===== config.mk =====
export PLATFORM = sky130hd
export DESIGN_NAME = sobel_sum_collector_flat
export DESIGN_NICKNAME = d
export VERILOG_FILES = /design/src/rtl/sobel_pkg.sv /design/src/rtl/sobel_sum_collector_if.sv /design/src/rtl/sobel_out_fifo.sv /design/src/rtl/sobel_sum_collector.sv /design/src/flat_wrapper.sv
export SDC_FILE = /design/constraint.sdc
export NUM_CORES = 1
export LEC_CHECK = 0
export CORE_ASPECT_RATIO = 1.4
export CORE_MARGIN = 5
export CORE_UTILIZATION = 35
export DETAILED_ROUTE_END_ITERATION = 8
export PLACE_DENSITY = 0.57
export SLEW_MARGIN = 0
export SYNTH_ARGS = -nofsm -noshare
export SYNTH_HDL_FRONTEND = slang
export SYNTH_SLANG_ARGS = --single-unit

===== constraint.sdc =====
create_clock -name clk -period 4.4 [get_ports clk]
set_input_delay 1.32 -clock clk [delete_from_list [all_inputs] [get_ports clk]]
set_output_delay 1.32 -clock clk [all_outputs]
set_load 0.02 [all_outputs]

===== src/rtl/sobel_pkg.sv =====
// Purpose: shared widths, saturation limit and result-entry type for the Sobel sum collector.
// Latency: n/a (types and a combinational helper only).
// Backpressure: n/a.
package sobel_pkg;

  localparam int PIX_W = 8;
  localparam int SUM_W = 16;
  localparam int MAG_W = 17;
  localparam logic [PIX_W-1:0] PIX_MAX = 8'd255;

  // One output FIFO entry: end-of-row flag above the pixel value.
  typedef struct packed {
    logic             last;
    logic [PIX_W-1:0] data;
  } res_t;

  // |a|+|b| widened to MAG_W so that |-32768| and the 65536 worst case stay exact.
  function automatic logic [MAG_W-1:0] abs_sum(input logic signed [SUM_W-1:0] a,
                                               input logic signed [SUM_W-1:0] b);
    logic signed [MAG_W-1:0] ea;
    logic signed [MAG_W-1:0] eb;
    ea = MAG_W'(a);
    eb = MAG_W'(b);
    if (ea < 0) ea = -ea;
    if (eb < 0) eb = -eb;
    return ea + eb;
  endfunction

endpackage


===== src/rtl/sobel_sum_collector_if.sv =====
// Purpose: valid/ready result stream leaving the Sobel sum collector.
// Latency: n/a (wires only).
// Backpressure: m_ready low holds m_data/m_last while m_valid is high.
// Ports: m_valid, m_data[7:0], m_last from the master; m_ready from the slave.
interface sobel_sum_collector_if;
  import sobel_pkg::*;

  logic             m_valid;
  logic             m_ready;
  logic [PIX_W-1:0] m_data;
  logic             m_last;

  modport master (output m_valid, output m_data, output m_last, input m_ready);
  modport slave  (input m_valid, input m_data, input m_last, output m_ready);

endinterface


===== src/rtl/sobel_out_fifo.sv =====
// Purpose: synchronous show-ahead FIFO with registered occupancy count.
// Latency: write visible on rd_dat/empty the cycle after it is accepted.
// Backpressure: writes are refused when full unless a read happens in the same cycle.
// Ports: clk, rst, wr_en/wr_dat, rd_en, rd_dat (head entry), empty, full, count.
module sobel_out_fifo #(
  parameter int WIDTH = 9,
  parameter int DEPTH = 8,
  localparam int PTR_W = (DEPTH > 1) ? $clog2(DEPTH) : 1,
  localparam int CNT_W = $clog2(DEPTH + 1)
) (
  input  logic             clk,
  input  logic             rst,
  input  logic             wr_en,
  input  logic [WIDTH-1:0] wr_dat,
  input  logic             rd_en,
  output logic [WIDTH-1:0] rd_dat,
  output logic             empty,
  output logic             full,
  output logic [CNT_W-1:0] count
);

  logic [WIDTH-1:0] mem [DEPTH];
  logic [PTR_W-1:0] wr_ptr;
  logic [PTR_W-1:0] rd_ptr;
  logic             do_wr;
  logic             do_rd;

  function automatic logic [PTR_W-1:0] ptr_next(input logic [PTR_W-1:0] p);
    return (p == PTR_W'(DEPTH - 1)) ? '0 : p + PTR_W'(1);
  endfunction

  assign empty  = (count == '0);
  assign full   = (count == CNT_W'(DEPTH));
  assign do_rd  = rd_en && !empty;
  // A read in the same cycle frees the head slot, so a full FIFO can still take a write.
  assign do_wr  = wr_en && (!full || do_rd);
  assign rd_dat = mem[rd_ptr];

  always_ff @(posedge clk or posedge rst) begin
    if (rst) begin
      wr_ptr <= '0;
      rd_ptr <= '0;
      count  <= '0;
    end else begin
      if (do_wr) wr_ptr <= ptr_next(wr_ptr);
      if (do_rd) rd_ptr <= ptr_next(rd_ptr);
      case ({do_wr, do_rd})
        2'b10:   count <= count + CNT_W'(1);
        2'b01:   count <= count - CNT_W'(1);
        default: count <= count;
      endcase
    end
  end

  always_ff @(posedge clk) begin
    if (do_wr) mem[wr_ptr] <= wr_dat;
  end

endmodule


===== src/rtl/sobel_sum_collector.sv =====
// Purpose: sink of the Gx/Gy PE chains; keeps complete-window sums, outputs saturated |Gx|+|Gy|.
// Latency: pixel broadcast at t -> m_valid at t+LATENCY+2 (empty FIFO, m_ready high).
// Backpressure: PEs cannot stall, so stall_out halts the broadcaster early enough for in-flight sums.
// Ports: clk, rst, pix_valid_in, row_start, gx_in, gy_in, threshold, stall_out, overflow_err, m_if (master stream).
module sobel_sum_collector
  import sobel_pkg::*;
#(
  parameter int LATENCY    = 3,
  parameter int IMG_WIDTH  = 640,
  parameter int TAPS       = 3,
  parameter int FIFO_DEPTH = 8,
  parameter int THRESH_EN  = 0
) (
  input  logic                    clk,
  input  logic                    rst,
  input  logic                    pix_valid_in,
  input  logic                    row_start,
  input  logic signed [SUM_W-1:0] gx_in,
  input  logic signed [SUM_W-1:0] gy_in,
  input  logic        [PIX_W-1:0] threshold,
  output logic                    stall_out,
  output logic                    overflow_err,
  sobel_sum_collector_if.master   m_if
);

  localparam int WARM_W = $clog2(TAPS + 1);
  localparam int COL_W  = $clog2(IMG_WIDTH + 1);
  localparam int CNT_W  = $clog2(FIFO_DEPTH + 1);

  if (FIFO_DEPTH < LATENCY + 2) begin : g_depth_chk
    $error("sobel_sum_collector: FIFO_DEPTH must be >= LATENCY+2");
  end
  if (IMG_WIDTH < TAPS) begin : g_width_chk
    $error("sobel_sum_collector: IMG_WIDTH must be >= TAPS");
  end

  // Tag delay line: each stage pair {valid, row_start} mirrors one PE-chain stage.
  logic [LATENCY-1:0] tv_q;
  logic [LATENCY-1:0] trs_q;
  logic               tag_vld;
  logic               tag_rs;

  always_ff @(posedge clk or posedge rst) begin
    if (rst) begin
      tv_q  <= '0;
      trs_q <= '0;
    end else begin
      tv_q[0]  <= pix_valid_in;
      trs_q[0] <= pix_valid_in && row_start;
      for (int i = 1; i < LATENCY; i++) begin
        tv_q[i]  <= tv_q[i-1];
        trs_q[i] <= trs_q[i-1];
      end
    end
  end

  assign tag_vld = tv_q[LATENCY-1];
  assign tag_rs  = trs_q[LATENCY-1];

  // Warm-up and column tracking. A row_start tag behaves as if both counters were zero.
  logic [WARM_W-1:0] warm_q;
  logic [WARM_W-1:0] warm_eff;
  logic [COL_W-1:0]  col_q;
  logic [COL_W-1:0]  col_base;
  logic              good;
  logic              good_last;

  assign warm_eff  = tag_rs ? '0 : warm_q;
  assign col_base  = tag_rs ? '0 : col_q;
  assign good      = tag_vld && (warm_eff == WARM_W'(TAPS - 1));
  assign good_last = good && (col_base == COL_W'(IMG_WIDTH - TAPS));

  always_ff @(posedge clk or posedge rst) begin
    if (rst) begin
      warm_q <= '0;
      col_q  <= '0;
    end else begin
      if (!tag_vld)                         warm_q <= '0;
      else if (tag_rs)                      warm_q <= WARM_W'(1);
      else if (warm_q != WARM_W'(TAPS - 1)) warm_q <= warm_q + WARM_W'(1);

      // Re-sent pixels after a stall are not good, so the column count simply resumes.
      if (good)                col_q <= col_base + COL_W'(1);
      else if (tag_vld && tag_rs) col_q <= '0;
    end
  end

  // Magnitude stage, registered once before the FIFO.
  logic [MAG_W-1:0] mag;
  logic [PIX_W-1:0] sat;
  logic [PIX_W-1:0] res_dat;
  logic             res_vld_q;
  res_t             res_q;

  always_comb begin
    mag = abs_sum(gx_in, gy_in);
    sat = (mag > MAG_W'(PIX_MAX)) ? PIX_MAX : mag[PIX_W-1:0];
    if (THRESH_EN != 0) res_dat = (sat >= threshold) ? PIX_MAX : '0;
    else                res_dat = sat;
  end

  always_ff @(posedge clk or posedge rst) begin
    if (rst) begin
      res_vld_q <= 1'b0;
      res_q     <= '0;
    end else begin
      res_vld_q <= good;
      if (good) begin
        res_q.last <= good_last;
        res_q.data <= res_dat;
      end
    end
  end

  // Output buffer and stream.
  res_t             head;
  logic             fifo_empty;
  logic             fifo_full;
  logic [CNT_W-1:0] fifo_cnt;
  logic             rd_en;

  assign rd_en = m_if.m_valid && m_if.m_ready;

  sobel_out_fifo #(
    .WIDTH ($bits(res_t)),
    .DEPTH (FIFO_DEPTH)
  ) u_fifo (
    .clk    (clk),
    .rst    (rst),
    .wr_en  (res_vld_q),
    .wr_dat (res_q),
    .rd_en  (rd_en),
    .rd_dat (head),
    .empty  (fifo_empty),
    .full   (fifo_full),
    .count  (fifo_cnt)
  );

  // Head is masked while empty so that the stream idles at zero.
  assign m_if.m_valid = !fifo_empty;
  assign m_if.m_data  = fifo_empty ? '0 : head.data;
  assign m_if.m_last  = fifo_empty ? 1'b0 : head.last;

  // Headroom for LATENCY tags still in the chains plus the magnitude register.
  assign stall_out = (fifo_cnt >= CNT_W'(FIFO_DEPTH - LATENCY - 1));

  always_ff @(posedge clk or posedge rst) begin
    if (rst)                                 overflow_err <= 1'b0;
    else if (res_vld_q && fifo_full && !rd_en) overflow_err <= 1'b1;
  end

endmodule

===== src/flat_wrapper.sv =====
// flat-port wrapper written by rule: the top's interface ports become plain ports
module sobel_sum_collector_flat import sobel_pkg::*;
#(
  parameter int LATENCY    = 3,
  parameter int IMG_WIDTH  = 640,
  parameter int TAPS       = 3,
  parameter int FIFO_DEPTH = 8,
  parameter int THRESH_EN  = 0
)
  (clk, rst, pix_valid_in, row_start, gx_in, gy_in, threshold, stall_out, overflow_err, m_if_m_valid, m_if_m_data, m_if_m_last, m_if_m_ready);
  sobel_sum_collector_if m_if_i ();
  input  logic clk;
  input  logic rst;
  input  logic pix_valid_in;
  input  logic row_start;
  input  logic signed [SUM_W-1:0] gx_in;
  input  logic signed [SUM_W-1:0] gy_in;
  input  logic        [PIX_W-1:0] threshold;
  output logic stall_out;
  output logic overflow_err;
  output wire logic [$bits(m_if_i.m_valid)-1:0] m_if_m_valid;
  output wire logic [$bits(m_if_i.m_data)-1:0] m_if_m_data;
  output wire logic [$bits(m_if_i.m_last)-1:0] m_if_m_last;
  input wire logic [$bits(m_if_i.m_ready)-1:0] m_if_m_ready;
  assign m_if_m_valid = m_if_i.m_valid;
  assign m_if_m_data = m_if_i.m_data;
  assign m_if_m_last = m_if_i.m_last;
  assign m_if_i.m_ready = m_if_m_ready;
  sobel_sum_collector #(.LATENCY(LATENCY), .IMG_WIDTH(IMG_WIDTH), .TAPS(TAPS), .FIFO_DEPTH(FIFO_DEPTH), .THRESH_EN(THRESH_EN)) u_core (.clk(clk), .rst(rst), .pix_valid_in(pix_valid_in), .row_start(row_start), .gx_in(gx_in), .gy_in(gy_in), .threshold(threshold), .stall_out(stall_out), .overflow_err(overflow_err), .m_if(m_if_i));
endmodule

; Yosys cells after proc, flatten, opt, wreduce, memory -nomap -nowiden
; Memory sizes are Yosys's and may differ from the RTL's.
; Cells that the tools add are included.
[totals]
ramBits = 72
wordCells = 67
memories = 1
in_bits = 45
rom_bits = 0
output_inout_bits = 12
ff_bits = 39
latch_bits = 0
[mem_list]
columns = name, depth, width, read_ports, rd_ports_with_merged_regs, wr, line_no
row1 = u_core.u_fifo.mem, 8, 9, 1, 0, 1, sobel_out_fifo.sv:22  ; logic [WIDTH-1:0] mem [DEPTH];
[classes]
div = 0
bitwise = 0
n_lt_le_gt_ge = 4
n_mul = 0
n_mux = 17
n_reduce_logical = 16
n_shift = 0
addsub = 9
n_eq_ne = 9
[ops]
columns = operator, n
row1 = 17-bit 2-to-1 mux, 2
row2 = 16-bit negator with 17-bit output, 2
row3 = "16-bit by 1-bit < comparator with 1-bit output, second input constant", 2
row4 = 10-bit 2-to-1 mux, 3
row5 = 17-bit adder, 1
row6 = "17-bit by 8-bit > comparator with 1-bit output, second input constant", 1
row7 = 8-bit 2-to-1 mux, 2
row8 = "10-bit by 1-bit adder with 10-bit output, second input constant", 1
row9 = "10-bit equality test, second input constant", 1
row10 = 1-bit logical AND, 9
row11 = 2-bit 2-to-1 mux, 4
row12 = 4-bit case mux with 2 select lines, 1
row13 = "3-bit by 1-bit adder with 3-bit output, second input constant", 2
row14 = "3-bit equality test, second input constant", 2
row15 = 3-bit 2-to-1 mux, 2
row16 = "4-bit by 1-bit adder with 4-bit output, second input constant", 1
row17 = "2-bit equality test, second input constant", 2
row18 = "4-bit equality test, second input constant", 1
row19 = "4-bit by 3-bit greater-or-equal comparator with 1-bit output, second input constant", 1
row20 = 4-bit zero test, 1
row21 = 2-bit nonzero test, 2
row22 = "4-bit by 1-bit subtractor with 4-bit output, second input constant", 1
row23 = 1-bit zero test, 3
row24 = 1-bit 2-to-1 mux, 3
row25 = other kinds (5), 5

; Depth between registers and ports, before layout
[logic_depth]
ltp_word = 8
depth_mapped = 15
ltp_nobuf = 15

; Cells and area by module
; A second synthesis with hierarchy kept.
[unflattened]
hier_cells = 498
hier_area_um2 = 6158.4
[by_module_without_submodules]
columns = mod, seq_area_each_um2, instances, cells_per_inst, area_per_inst_um2
row1 = sobel_out_fifo, 2412.3, 1, 173, 3413.3
row2 = sobel_sum_collector, 725.7, 1, 325, 2745.1

; Worst setup path before layout
; No wires, ideal clock.
[synth_path]
path_type = input-to-reg
start = input gx_in[2]
end = register u_core.res_q[0] (netlist name)
path_buffers = 0
required_ps = 4258
setup_ps = 142
arrival_ps = 4309
path_slack_ps = -51
cell_stages = 14
cell_sequence = nor4_1 inv_1 nor3_1 nand3_1 o21ai_0 xnor2_1 ha_1 and3_1 and2_2 a2111oi_4 nor2_2 o2111a_1 nor4_4 a31oi_1
[synth_via]
elab_chain_len = 5
word_cells_on_any_way = 6
classes_between = 2 x add/sub / 2 x order compare / 2 x mux
[synth_lines]
columns = element, line_no
row1 = "start, declared", flat_wrapper.sv:16  ; input logic signed [SUM_W-1:0] gx_in;
row2 = 16-bit negator with 17-bit output / 16-bit by 1-bit < comparator with 1-bit output (equally long branches), sobel_pkg.sv:24  ; if (ea < 0) ea = -ea;
row3 = 17-bit 2-to-1 mux *, sobel_pkg.sv:24
row4 = 17-bit adder *, sobel_pkg.sv:26  ; return ea + eb;
row5 = 17-bit by 8-bit > comparator with 1-bit output, sobel_sum_collector.sv:97  ; sat = (mag > MAG_W'(PIX_MAX)) ? PIX_MAX : mag[PIX_W-1:0];
row6 = 8-bit 2-to-1 mux *, sobel_sum_collector.sv:97
row7 = "end, declared", sobel_sum_collector.sv:93  ; res_t res_q;
; Mark *: on every way between the ends. The rest lies on a longest branch, timed or not.
; A chain may end at the register's enable or synchronous reset.

; Final worst setup path
[layout_path]
start = input gx_in[4]
end = register u_core.res_q[3] (netlist name)
; The elaborated chain is that of the path after synthesis.

==> reports/summary.txt <==
Power Total = 3.25 mW
Final Hold Slack = 355 ps
minimum clock period = 4310 ps
gr usage total = 13.4%
worst path cell trace = dlygate4sd2_1 > nor4_2 > inv_1 > nor3_2 > buf_4 > buf_4 > nand2_2 > nand2_2 > xnor2_2 > ha_1 > buf_4 > nand2_1 > o21ai_2 > a2111oi_4 > nor2_2 > o2111a_1 > nor4_4 > buf_6 > a31oi_1
outcome = finished, final reports clean
final period utilization = 97.9%
clock skew = 6.32 ps
H-tree depth = 3
Vias/cell = 5.05
first-pass GRT wire length = 21100 um
GP Congestion = 0.802
Worst EP required = 4620 ps
Syn Nets = 558
Setup TNS Final = 0 ps
First-pass DRT Iterations = 4
Worst path depth = 19
Max-Cap Viols = 0
CTS tree = yes
Final #Nets = 713
Starting DRT DRC Count = 159
CP top delay family = simple AND/OR/NAND/NOR gates
mean post-synth cell area = 12.3 um2
drt total wl = 12700 um
Slowest Stage Delay on Critical Path = 450 ps
n_diodes = 0
FF/Latch Area = 3140 um2
Clock Tree Root = clkbuf_16
pin count of the biggest net entering global routing = 40
Most common cell on crit path = buf_4
Setup crit start kind = primary input
final core occ = 47.7%
die height = 164 um
port buffer count = 48
Yosys cell types = 60
R2R cell count = 13
critical path class = in -> reg
CP max stage cell = a2111oi_4
ys flop type = edfxtp_1
Worst Path Max Fanout = 8
Routed Antenna Nets = 0
Worst VDD drop = 0.000182 V
row count = 56
worst-case clock buffer depth = 2
clk slew on worst S/H paths = 70 ps
CP arrival = 4530 ps
endpoints failing setup = 0
die area = 19700 um2
Die Width = 120 um
DRC = 0
final hold vios = 0
Synth Cell Area = 5940 um2
dpl hpwl = 9460 um
Initial Util = 35.5%
Clock Latency Late Sink = 350 ps
synth warn = 0
Slew Viols, Final = 0
worst slew pin tran = 744 ps
Hold Path Class = reg -> reg
fraction of layout instances using a drive strength above 1 = 32.3%
WP buf/inv = 6
Fmax = 0.232 GHz
GRT overflow = 0
Core Region = 16700 um2
fillers = 1484
Via Count = 4273
RSZ-0062 raised after global routing = true
IO Pins = 57
Post-Synthesis Cells = 483
Synth Register Bits = 111
Power Density = 406 nW/um2
Post-synth EDFFs = 72
DR WL/cell = 15.0 um
WHS Path Cells = 0
vias in the first global route = 4463
Async SR Flop Fraction = 35.1%
Seq/Total Area, Yosys = 52.9%
slew margin rel. = 50.1%
CTS buffer count = 9
CP endpoint kind = flop
Sink Count = 111
Synth-to-Final Area Change = 34.5%
initial antenna violation count = 0
leakage = 2.93 nW
multi-input logic area = 2930 um2
-- placed cells by master, fill, tap and decap left out, types with 4 or more instances in the layout --
cell / Yosys / layout
buf_4: 0 / 101
edfxtp_1: 72 / 72
clkdlybuf4s50_1: 0 / 39
dfrtp_1: 39 / 39
nor2_1: 39 / 37
xnor2_1: 36 / 32
nand2_1: 36 / 31
ha_1: 28 / 25
a21oi_1: 21 / 18
mux4_2: 18 / 18
inv_1: 19 / 17
o21ai_0: 18 / 12
mux2i_1: 11 / 11
nand3_1: 13 / 11
a31oi_1: 11 / 11
xor2_1: 10 / 10
nor3_1: 14 / 10
clkbuf_16: 0 / 9
buf_6: 0 / 8
a21o_1: 7 / 7
nor2b_1: 5 / 5
nor3_2: 2 / 5
nand2b_1: 5 / 5
o21ai_1: 2 / 4
o21ai_2: 1 / 4
nand2_2: 0 / 4
o31ai_1: 7 / 4
xnor2_2: 0 / 4
mux2_2: 4 / 4
clkbuf_2: 0 / 4
-- timing repair --
item / CTS / global route
hold buffers: 0 / 0
gates resized for setup: 44 / 47
buffers inserted: 7 / 8
pin swaps: 27 / 44
setup endpoints to repair: 8 / 8
endpoints found under the hold margin: 0 / 0
-- where the power goes --
group	switching [mW]	internal [mW]
Combinational	0.571	0.615
Sequential	0.0895	1.17
Clock	0.347	0.457
Total	1.01	2.24
-- layout make-up --
cell class / instances / area share [%]
tap: 203 / 3.18
timing repair buffer: 156 / 16.2
clock inverter: 5 / 0.721
sequential: 111 / 39.3
multi-input combinational: 341 / 36.7
clock buffer: 11 / 3.04
inverter: 19 / 0.893
-- kinds of logic (layout without fill, tap and decap cells) --
| kind of cell | after synthesis | count (layout) | synth area share, % |
|---|---|---|---|
| AND/OR/NAND/NOR | 140 | 140 | 11.8 |
| AO/OA/AOI/OAI | 92 | 92 | 10.6 |
| multiplexers | 33 | 33 | 9.44 |
| adder cells (fa/ha/maj) | 30 | 30 | 6.58 |
| buffers and inverters | 31 | 191 | 1.98 |
| flip-flops | 111 | 111 | 52.9 |
| XOR/XNOR | 46 | 46 | 6.79 |
-- worst paths after layout --
kind                                               startpoint                            endpoint  slack, ps
min reg2reg                          u_core.tv_q[1]$_DFF_PP0_            u_core.tv_q[2]$_DFF_PP0_        360
max reg2reg                u_core.u_fifo.count[2]$_DFFE_PP0P_  u_core.u_fifo.count[3]$_DFFE_PP0P_       1700
max                                                  gx_in[4]         u_core.res_q[3]$_DFFE_PP0P_         90
min in group asynchronous                                 rst        u_core.warm_q[1]$_DFFE_PP0P_       1390
min                                  u_core.tv_q[1]$_DFF_PP0_            u_core.tv_q[2]$_DFF_PP0_        360
max in group asynchronous                                 rst         u_core.res_q[3]$_DFFE_PP0P_       2660
-- metal layers --
metal,track usage [%],wire length [um],vias to the layer above
met5,0,0,-
met1,14.1,4950,2087
met3,1.72,305,14
met4,4.69,206,0
met2,26.9,7250,56
li1,-,-,2116
-- flip-flops by register name, indices dropped and copies added (netlist names) --
| name | count |
|---|---|
| u_core.trs_q | 3 |
| u_core.u_fifo.count | 4 |
| u_core.res_vld_q | 1 |
| u_core.u_fifo.mem | 72 |
| u_core.overflow_err | 1 |
| u_core.col_q | 10 |
| u_core.tv_q | 3 |
| u_core.warm_q | 2 |
| u_core.res_q | 9 |
| u_core.u_fifo.rd_ptr | 3 |
| u_core.u_fifo.wr_ptr | 3 |
-- through the flow --
step | cell area, um2 | instances | setup WS (ps)
6_report | 7990 | 846 | 92.7
5_1_grt | 7990 | 846 | -91.4
4_1_cts | 7760 | 838 | 1.58
3_5_place_dp | 7330 | 815 | -716
3_3_place_gp | 7330 | 815 | -651
2_1_floorplan | 5940 | 483 | 35.3
-- synthesized netlist by cell type (2+ instances only) --
cell,n,area [um2]
o21ai_1,2,10.0
nor3_1,14,70.1
o21a_1,3,22.5
dfrtp_1,39,976
a31oi_1,11,68.8
o41ai_1,4,35.0
a21o_1,7,52.6
a211oi_1,2,15.0
o31ai_1,7,52.6
o21ai_0,18,90.1
mux4_2,18,405
mux2i_1,11,110
buf_1,4,15.0
and3_1,4,25.0
nor2_1,39,146
nor2b_1,5,31.3
nor3_2,2,20.0
or4_1,4,30.0
inv_1,19,71.3
mux2_2,4,45.0
or3_1,3,18.8
nand2b_1,5,31.3
o21bai_1,2,15.0
edfxtp_1,72,2160
xor2_1,10,87.6
clkbuf_1,7,26.3
xnor2_1,36,315
fa_1,2,40.0
nand2_1,36,135
ha_1,28,350
and2_1,2,12.5
a21oi_1,21,105
nand3_1,13,65.1
o211ai_1,2,15.0
nor4_1,2,12.5
Power figures use the tool's default switching activity.
